[src/rtl/msk_pkg.sv]
// Shared constants and FSM encoding for the masked state loader.
// Holds the default word geometry and the counter width helper.
package msk_pkg;

  localparam int W_DEF  = 32;
  localparam int NW_DEF = 4;
  localparam int CNT_W  = $clog2(NW_DEF);

  typedef enum logic {
    LOAD = 1'b0,
    FULL = 1'b1
  } ld_state_e;

  function automatic int cnt_width(input int nw);
    return (nw > 1) ? $clog2(nw) : 1;
  endfunction

endpackage

[src/rtl/msk_encode.sv]
// Boolean masking of one unmasked word into d shares per bit.
// Bit j lands in sh_o[j*d +: d]; share 0 carries the masked value.
module msk_encode #(
  parameter int d = 2,
  parameter int W = 32
) (
  input  logic [W-1:0]       data_i,
  input  logic [(d-1)*W-1:0] rnd_i,
  output logic [W*d-1:0]     sh_o
);

  // shares 1..d-1 are the raw masks, share 0 folds them into the data
  always_comb begin
    sh_o = '0;
    for (int j = 0; j < W; j++) begin
      sh_o[j*d] = data_i[j];
      for (int k = 1; k < d; k++) begin
        sh_o[j*d+k] = rnd_i[(k-1)*W+j];
        sh_o[j*d]   = sh_o[j*d] ^ rnd_i[(k-1)*W+j];
      end
    end
  end

endmodule

[src/rtl/msk_state_loader.sv]
// Collects NW unmasked words, masks each on entry, and hands a full
// bitsliced shared state to the masked datapath via valid/ready.
module msk_state_loader
  import msk_pkg::*;
#(
  parameter int d  = 2,
  parameter int W  = W_DEF,
  parameter int NW = NW_DEF
) (
  input  logic                  clk,
  input  logic                  rst_n,
  input  logic                  clear,
  input  logic                  in_valid,
  output logic                  in_ready,
  input  logic [W-1:0]          in_data,
  input  logic [(d-1)*W-1:0]    rnd,
  input  logic                  rnd_valid,
  output logic                  out_valid,
  input  logic                  out_ready,
  output logic [NW*W*d-1:0]     sh_state
);

  localparam int CW = cnt_width(NW);
  localparam int WB = W * d;
  localparam logic [CW-1:0] LAST = CW'(NW - 1);

  ld_state_e         state_q, state_d;
  logic [CW-1:0]     cnt_q, cnt_d;
  logic [NW*WB-1:0]  sh_q;
  logic [WB-1:0]     enc;
  logic              run_q;
  logic              accept;
  logic              wr_en;

  msk_encode #(
    .d (d),
    .W (W)
  ) u_enc (
    .data_i (in_data),
    .rnd_i  (rnd),
    .sh_o   (enc)
  );

  // run_q keeps in_ready low while reset is held and one edge after
  always_ff @(posedge clk or negedge rst_n) begin
    if (!rst_n) run_q <= 1'b0;
    else        run_q <= 1'b1;
  end

  // FSM state and slot counter
  always_ff @(posedge clk or negedge rst_n) begin
    if (!rst_n) begin
      state_q <= LOAD;
      cnt_q   <= '0;
    end else begin
      state_q <= state_d;
      cnt_q   <= cnt_d;
    end
  end

  // next state: clear wins over both handshakes
  always_comb begin
    state_d = state_q;
    cnt_d   = cnt_q;
    wr_en   = 1'b0;
    if (clear) begin
      state_d = LOAD;
      cnt_d   = '0;
    end else begin
      unique case (state_q)
        LOAD: begin
          if (accept) begin
            wr_en = 1'b1;
            if (cnt_q == LAST) begin
              cnt_d   = '0;
              state_d = FULL;
            end else begin
              cnt_d = cnt_q + 1'b1;
            end
          end
        end
        FULL: begin
          if (out_ready) state_d = LOAD;
        end
        default: state_d = LOAD;
      endcase
    end
  end

  // handshake outputs decoded from the registered state
  always_comb begin
    in_ready  = run_q & (state_q == LOAD) & rnd_valid;
    out_valid = (state_q == FULL);
    accept    = in_valid & in_ready;
  end

  // only encoded shares are stored; unwritten slots keep old shares
  always_ff @(posedge clk or negedge rst_n) begin
    if (!rst_n) begin
      sh_q <= '0;
    end else begin
      for (int s = 0; s < NW; s++) begin
        if (wr_en && cnt_q == CW'(s)) sh_q[s*WB +: WB] <= enc;
      end
    end
  end

  assign sh_state = sh_q;

endmodule

[config.mk]
export PLATFORM = sky130hd
export DESIGN_NAME = msk_state_loader
export DESIGN_NICKNAME = d
export VERILOG_FILES = /design/src/rtl/msk_pkg.sv /design/src/rtl/msk_encode.sv /design/src/rtl/msk_state_loader.sv
export SDC_FILE = /design/constraint.sdc
export NUM_CORES = 1
export LEC_CHECK = 0
export BUFFER_PORTS_ARGS = -buffer_cell sky130_fd_sc_hd__buf_2
export CAP_MARGIN = 0
export CORE_ASPECT_RATIO = 0.6
export CORE_UTILIZATION = 45
export CTS_CLUSTER_SIZE = 40
export DETAILED_ROUTE_END_ITERATION = 12
export GPL_TIMING_DRIVEN = 1
export PLACE_DENSITY = 0.71
export SLEW_MARGIN = 20
export SYNTH_ARGS = -nofsm -noshare
export SYNTH_HDL_FRONTEND = slang
export SYNTH_SLANG_ARGS = --single-unit
[constraint.sdc]
create_clock -name clk -period 2.2 [get_ports clk]
set_input_delay 0.44 -clock clk [delete_from_list [all_inputs] [get_ports clk]]
set_output_delay 0.44 -clock clk [all_outputs]
set_load 0.05 [all_outputs]
# After elaboration in Yosys (flattened, before gate mapping)
# Cells that the tools add are included.
[word_totals] elab_cells=67 input_bits=70 reg_bits=260
[classes] n_addsub=1 n_bitwise=36 eq_ne=4 muxes=12 reduce_logical=7
[op_table] operator="1-bit bitwise XOR" n=32
[op_table] operator="2-bit two-way mux" n=4
[op_table] operator="1-bit two-way mux" n=7
[op_table] operator="2-bit equality test, second input constant" n=2
[op_table] operator="1-bit logical AND" n=4
[op_table] operator="1-bit AND" n=3
[op_table] operator="2-bit by 1-bit adder with 2-bit output, second input constant" n=1
[op_table] operator="2-bit by 1-bit equality test with 1-bit output, second input constant" n=1
[op_table] operator="2-bit zero test" n=1
[op_table] operator="2-bit != test, second input constant" n=1
[op_table] operator="1-bit case mux with 2 select lines" n=1
[op_table] operator="2-bit AND reduction" n=1
[op_table] operator="2-bit nonzero test" n=1
[op_table] operator="1-bit NOT" n=1

# Logic depth before layout (Yosys ltp)
[logic_depth] word_depth=8 mapped_depth=6 ltp_nobuf=4

# Hierarchy
# From an unflattened synthesis, not the netlist that was laid out.
[hier_totals] cells_unflattened=628 hier_area_um2=10386.2
[by_module_without_submodules] module="msk_state_loader" instances=1 area_each_um2=9865.7 cells_each=564 seq_area_each_um2=6506.2
[by_module_without_submodules] module="msk_encode" instances=1 area_each_um2=520.5 cells_each=64 seq_area_each_um2=0.0

# Least setup slack after synthesis
# OpenSTA, ideal clock, no wires.
[synth_timing] path_type="reg-to-reg" start="reg state_q, in the netlist out_valid" end="reg sh_q[101], in the netlist sh_state[101]" path_stages_with_launch=6 synth_period_minus_slack_ps=1849 required_time_ps=2075 t_arrival_ps=1724 path_slack_ps=351 path_cell_list="dfrtp_1 -> nand4b_4 -> nor3b_1 -> buf_4 -> buf_6 -> mux2_2"
[synth_between] elab_chain_len=8
[synth_rtl] element="start, declared" line="msk_state_loader.sv:27" source="ld_state_e state_q, state_d;"
[synth_rtl] element="start signal, assigned" line="msk_state_loader.sv:56" source="state_q <= state_d;"
[synth_rtl] element="1-bit NOT"
[synth_rtl] element="1-bit AND (2 in series)" line="msk_state_loader.sv:92" source="in_ready = run_q & (state_q == LOAD) & rnd_valid;"
[synth_rtl] element="1-bit AND" line="msk_state_loader.sv:94" source="accept = in_valid & in_ready;"
[synth_rtl] element="1-bit two-way mux" line="msk_state_loader.sv:72" source="if (accept) begin"
[synth_rtl] element="1-bit two-way mux (*)" line="msk_state_loader.sv:70" source="unique case (state_q)"
[synth_rtl] element="1-bit two-way mux (*)" line="msk_state_loader.sv:66" source="if (clear) begin"
[synth_rtl] element="1-bit logical AND (*)" line="msk_state_loader.sv:103" source="if (wr_en && cnt_q == CW'(s)) sh_q[s*WB +: WB] <= enc;"
[synth_rtl] element="end signal, assigned by index" line="msk_state_loader.sv:103"
[synth_rtl] element="end, declared" line="msk_state_loader.sv:29" source="logic [NW*WB-1:0] sh_q;"
# Mark *: on every way between the ends. The rest lies on a longest branch, timed or not.
# A chain may end at the register's enable or synchronous reset.

# Worst setup path in the final report
[layout_timing] start="reg state_q, in the netlist out_valid" end="reg sh_q[85], in the netlist sh_state[85]"
# The elaborated chain is that of the path after synthesis.

==> results.json <==
{
  "synth_top_cells_by_count": "260 x dfrtp_1, 256 x mux2_2, 32 x xor2_1, 23 x buf_6",
  "synth_area_leader_cell": "dfrtp_1",
  "drt-vias-per-instance": 4.97,
  "power.density_nw_per_um2": 1050,
  "setup_tns_ps": 0,
  "hpwl_mm": 16.1,
  "via_count": 6160,
  "dieArea_sq_um": 23100,
  "utilization": 0.585,
  "die_w_um": 196,
  "ys_ff_latch": 260,
  "ys_async_sr_fraction": 1.00,
  "htree_levels": 1,
  "drtIter0Drc": 152,
  "syn_area_per_cell_sq_um": 17.0,
  "worstPathArrival_ps": 2310,
  "worst-setup-path-type": "reg -> reg",
  "synth_warnings": 0,
  "io_pins": 328,
  "fillers": 1781,
  "dr.pass1.iters": 4,
  "fmax_mhz": 520,
  "power.switching_mw": 4.73,
  "ant_nets": 0,
  "p_int_mw": 8.84,
  "startpoint": "out_valid$_DFF_PN0_",
  "gp_congestion": 0.733,
  "seqCellArea_sq_um": 6510,
  "wl_per_cell_um": 18.7,
  "startpoint_type": "register",
  "yosysMostFrequentCell": "dfrtp_1",
  "hold_viol_final": 0,
  "outcome": "finished clean",
  "area_growth_syn_to_layout_pct": 27.5,
  "crit_fanout": 44,
  "power.total_mw": 13.6,
  "drc": 0,
  "antenna_found_initial": 0,
  "r2r_start": "out_valid$_DFF_PN0_",
  "synth-seq-area-share": 0.642,
  "rows": 42,
  "gr-total-overflow": 0,
  "synth.distinct_cells": 17,
  "synth-edff-count": 0,
  "holdBufCountCts": 1,
  "syn_inst": 595,
  "swShare": 0.349,
  "routed_wl_mm": 23.1,
  "slew_viol_final": 0,
  "rsz0062_at_grt": "no",
  "min_from": "rnd[28]",
  "vdd_ir_drop_max_v": 0.000642,
  "hp-class": "in -> reg",
  "netlist_area_sq_um": 10100,
  "clk_latency_ps": 510,
  "grt_pass1_vias": 6558,
  "finalCriticalPeriod_ps": 1920,
  "diodes": 0,
  "synth_nets": 669,
  "core_area_sq_um": 22100,
  "globalRouteTotalUtil": 0.206,
  "fin_area_sq_um": 12900,
  "drv_cap": 0,
  "combPwrFrac": 0.266,
  "synthTopCellsByArea": "dfrtp_1 64%, mux2_2 28%, xor2_1 2.8%, buf_6 2.6%, ha_1 0.49%",
  "setup_viol": 0,
  "sequentialPowerShare": 0.414,
  "p_leak_nw": 7.06,
  "finClkSkew_ps": 17.2,
  "finalWorstSetupSlack_ps": 277,
  "p_clk_frac": 0.320,
  "synth_top_flop_cell": "dfrtp_1",
  "port_buffers": 327,
  "post_cts_buffers": 0,
  "ctsResizeCount": 0,
  "cts_buffers": 25,
  "multi_input_area_sq_um": 3340,
  "critPathCaptureType": "register",
  "grt_max_degree": 65,
  "initial_core_util": 0.459,
  "die_h_um": 118,
  "finalCritPeriodShare": 0.874,
  "postPlaceCellArea_sq_um": 12100,
  "synth_top_area_frac": 0.642,
  "grt_first_pass_wirelength_mm": 37.5,
  "dp_slack_ps": 185,
  "clkTransAtPathRegs_ps": 60,
  "drive_gt1_frac": 0.674,
  "nets": 1012,
  "clockRootBuffer": "clkbuf_16",
  "cts_tree": "yes",
  "clock_tree.buffer_depth": 3,
  "critical_path_required_ps": 2590,
  "cts.sinks": 260
}
## final timing paths
| path | to | slack, ps | cells after the start |
|---|---|---|---|
| worst min-delay path | sh_state[121]$_DFFE_PN0P_ | 230 | 2 |
| max in group asynchronous | sh_state[228]$_DFFE_PN0P_ | 1040 | 3 |
| worst max register to register | sh_state[85]$_DFFE_PN0P_ | 280 | 4 |
| worst max-delay path | sh_state[85]$_DFFE_PN0P_ | 280 | 4 |
| min in group asynchronous | sh_state[214]$_DFFE_PN0P_ | 470 | 2 |
| worst min register to register | sh_state[8]$_DFFE_PN0P_ | 500 | 1 |
## worst max-delay path, cell delays in order, from the launching register on
cell	delay (ps)
dfrtp_1	400
nand4b_4	260
nor3b_2	400
buf_12	330
mux2_2	380
## metal layers
layer	vias up	part of all wire	track usage	wire length (um)
li1	2774	-	-	-
met1	3161	0.44	0.279	10300
met5	-	0	0	0
met4	0	0.016	0.0396	377
met3	24	0.091	0.0753	2100
met2	201	0.45	0.319	10400
## registers in the layout, indices dropped and copies added, names as in the netlist
register	flops
run_q	1
cnt_q	2
out_valid	1
sh_state	256
## cells by family after synthesis
group	after synthesis	synth area share
flops	260	0.642
mux	257	0.286
xor+xnor	33	0.0285
buf+inv	30	0.0298
simple gates	9	0.00778
fa+ha+maj	4	0.00494
other cells	1	0.000370
compound gates	1	0.000741
## layout make-up
| cell class | count | area share |
|---|---|---|
| Inverter | 2 | 0.000581 |
| Clock buffer | 34 | 0.0549 |
| Tap cell | 286 | 0.0277 |
| Sequential cell | 260 | 0.504 |
| Multi-Input combinational cell | 305 | 0.259 |
| Timing Repair Buffer | 344 | 0.144 |
| Clock inverter | 8 | 0.00998 |
## power groups by stage
stage	clock network [mW]	registers (mW)	logic [mW]
CTS	4.49	5.63	3.64
global route	4.67	5.69	3.76
finish	4.34	5.62	3.61
floorplan	0	7.70	0.588
global placement	0	5.69	3.61
detailed placement	0	5.70	3.64
## placed cells by master (no fill, tap or decap), types with 2 or more instances in the layout
| cell type | Yosys | layout |
|---|---|---|
| buf_12 | 0 | 7 |
| buf_2 | 1 | 326 |
| inv_1 | 2 | 2 |
| nor3b_2 | 1 | 3 |
| clkbuf_1 | 0 | 4 |
| dfrtp_1 | 260 | 260 |
| ha_1 | 4 | 4 |
| clkinv_2 | 0 | 2 |
| mux2_2 | 256 | 256 |
| nor2_1 | 3 | 3 |
| buf_4 | 4 | 9 |
| xor2_1 | 32 | 32 |
| clkbuf_8 | 0 | 5 |
| clkbuf_16 | 0 | 25 |
| bufinv_16 | 0 | 3 |
## metrics by stage
stage,hold WS (ps),cells
2_1_floorplan,144,595
5_1_grt,204,1239
4_1_cts,201,1239
3_3_place_gp,415,1196
6_report,229,1239
3_5_place_dp,417,1196
No activity file was read; power rests on OpenSTA's default activity.
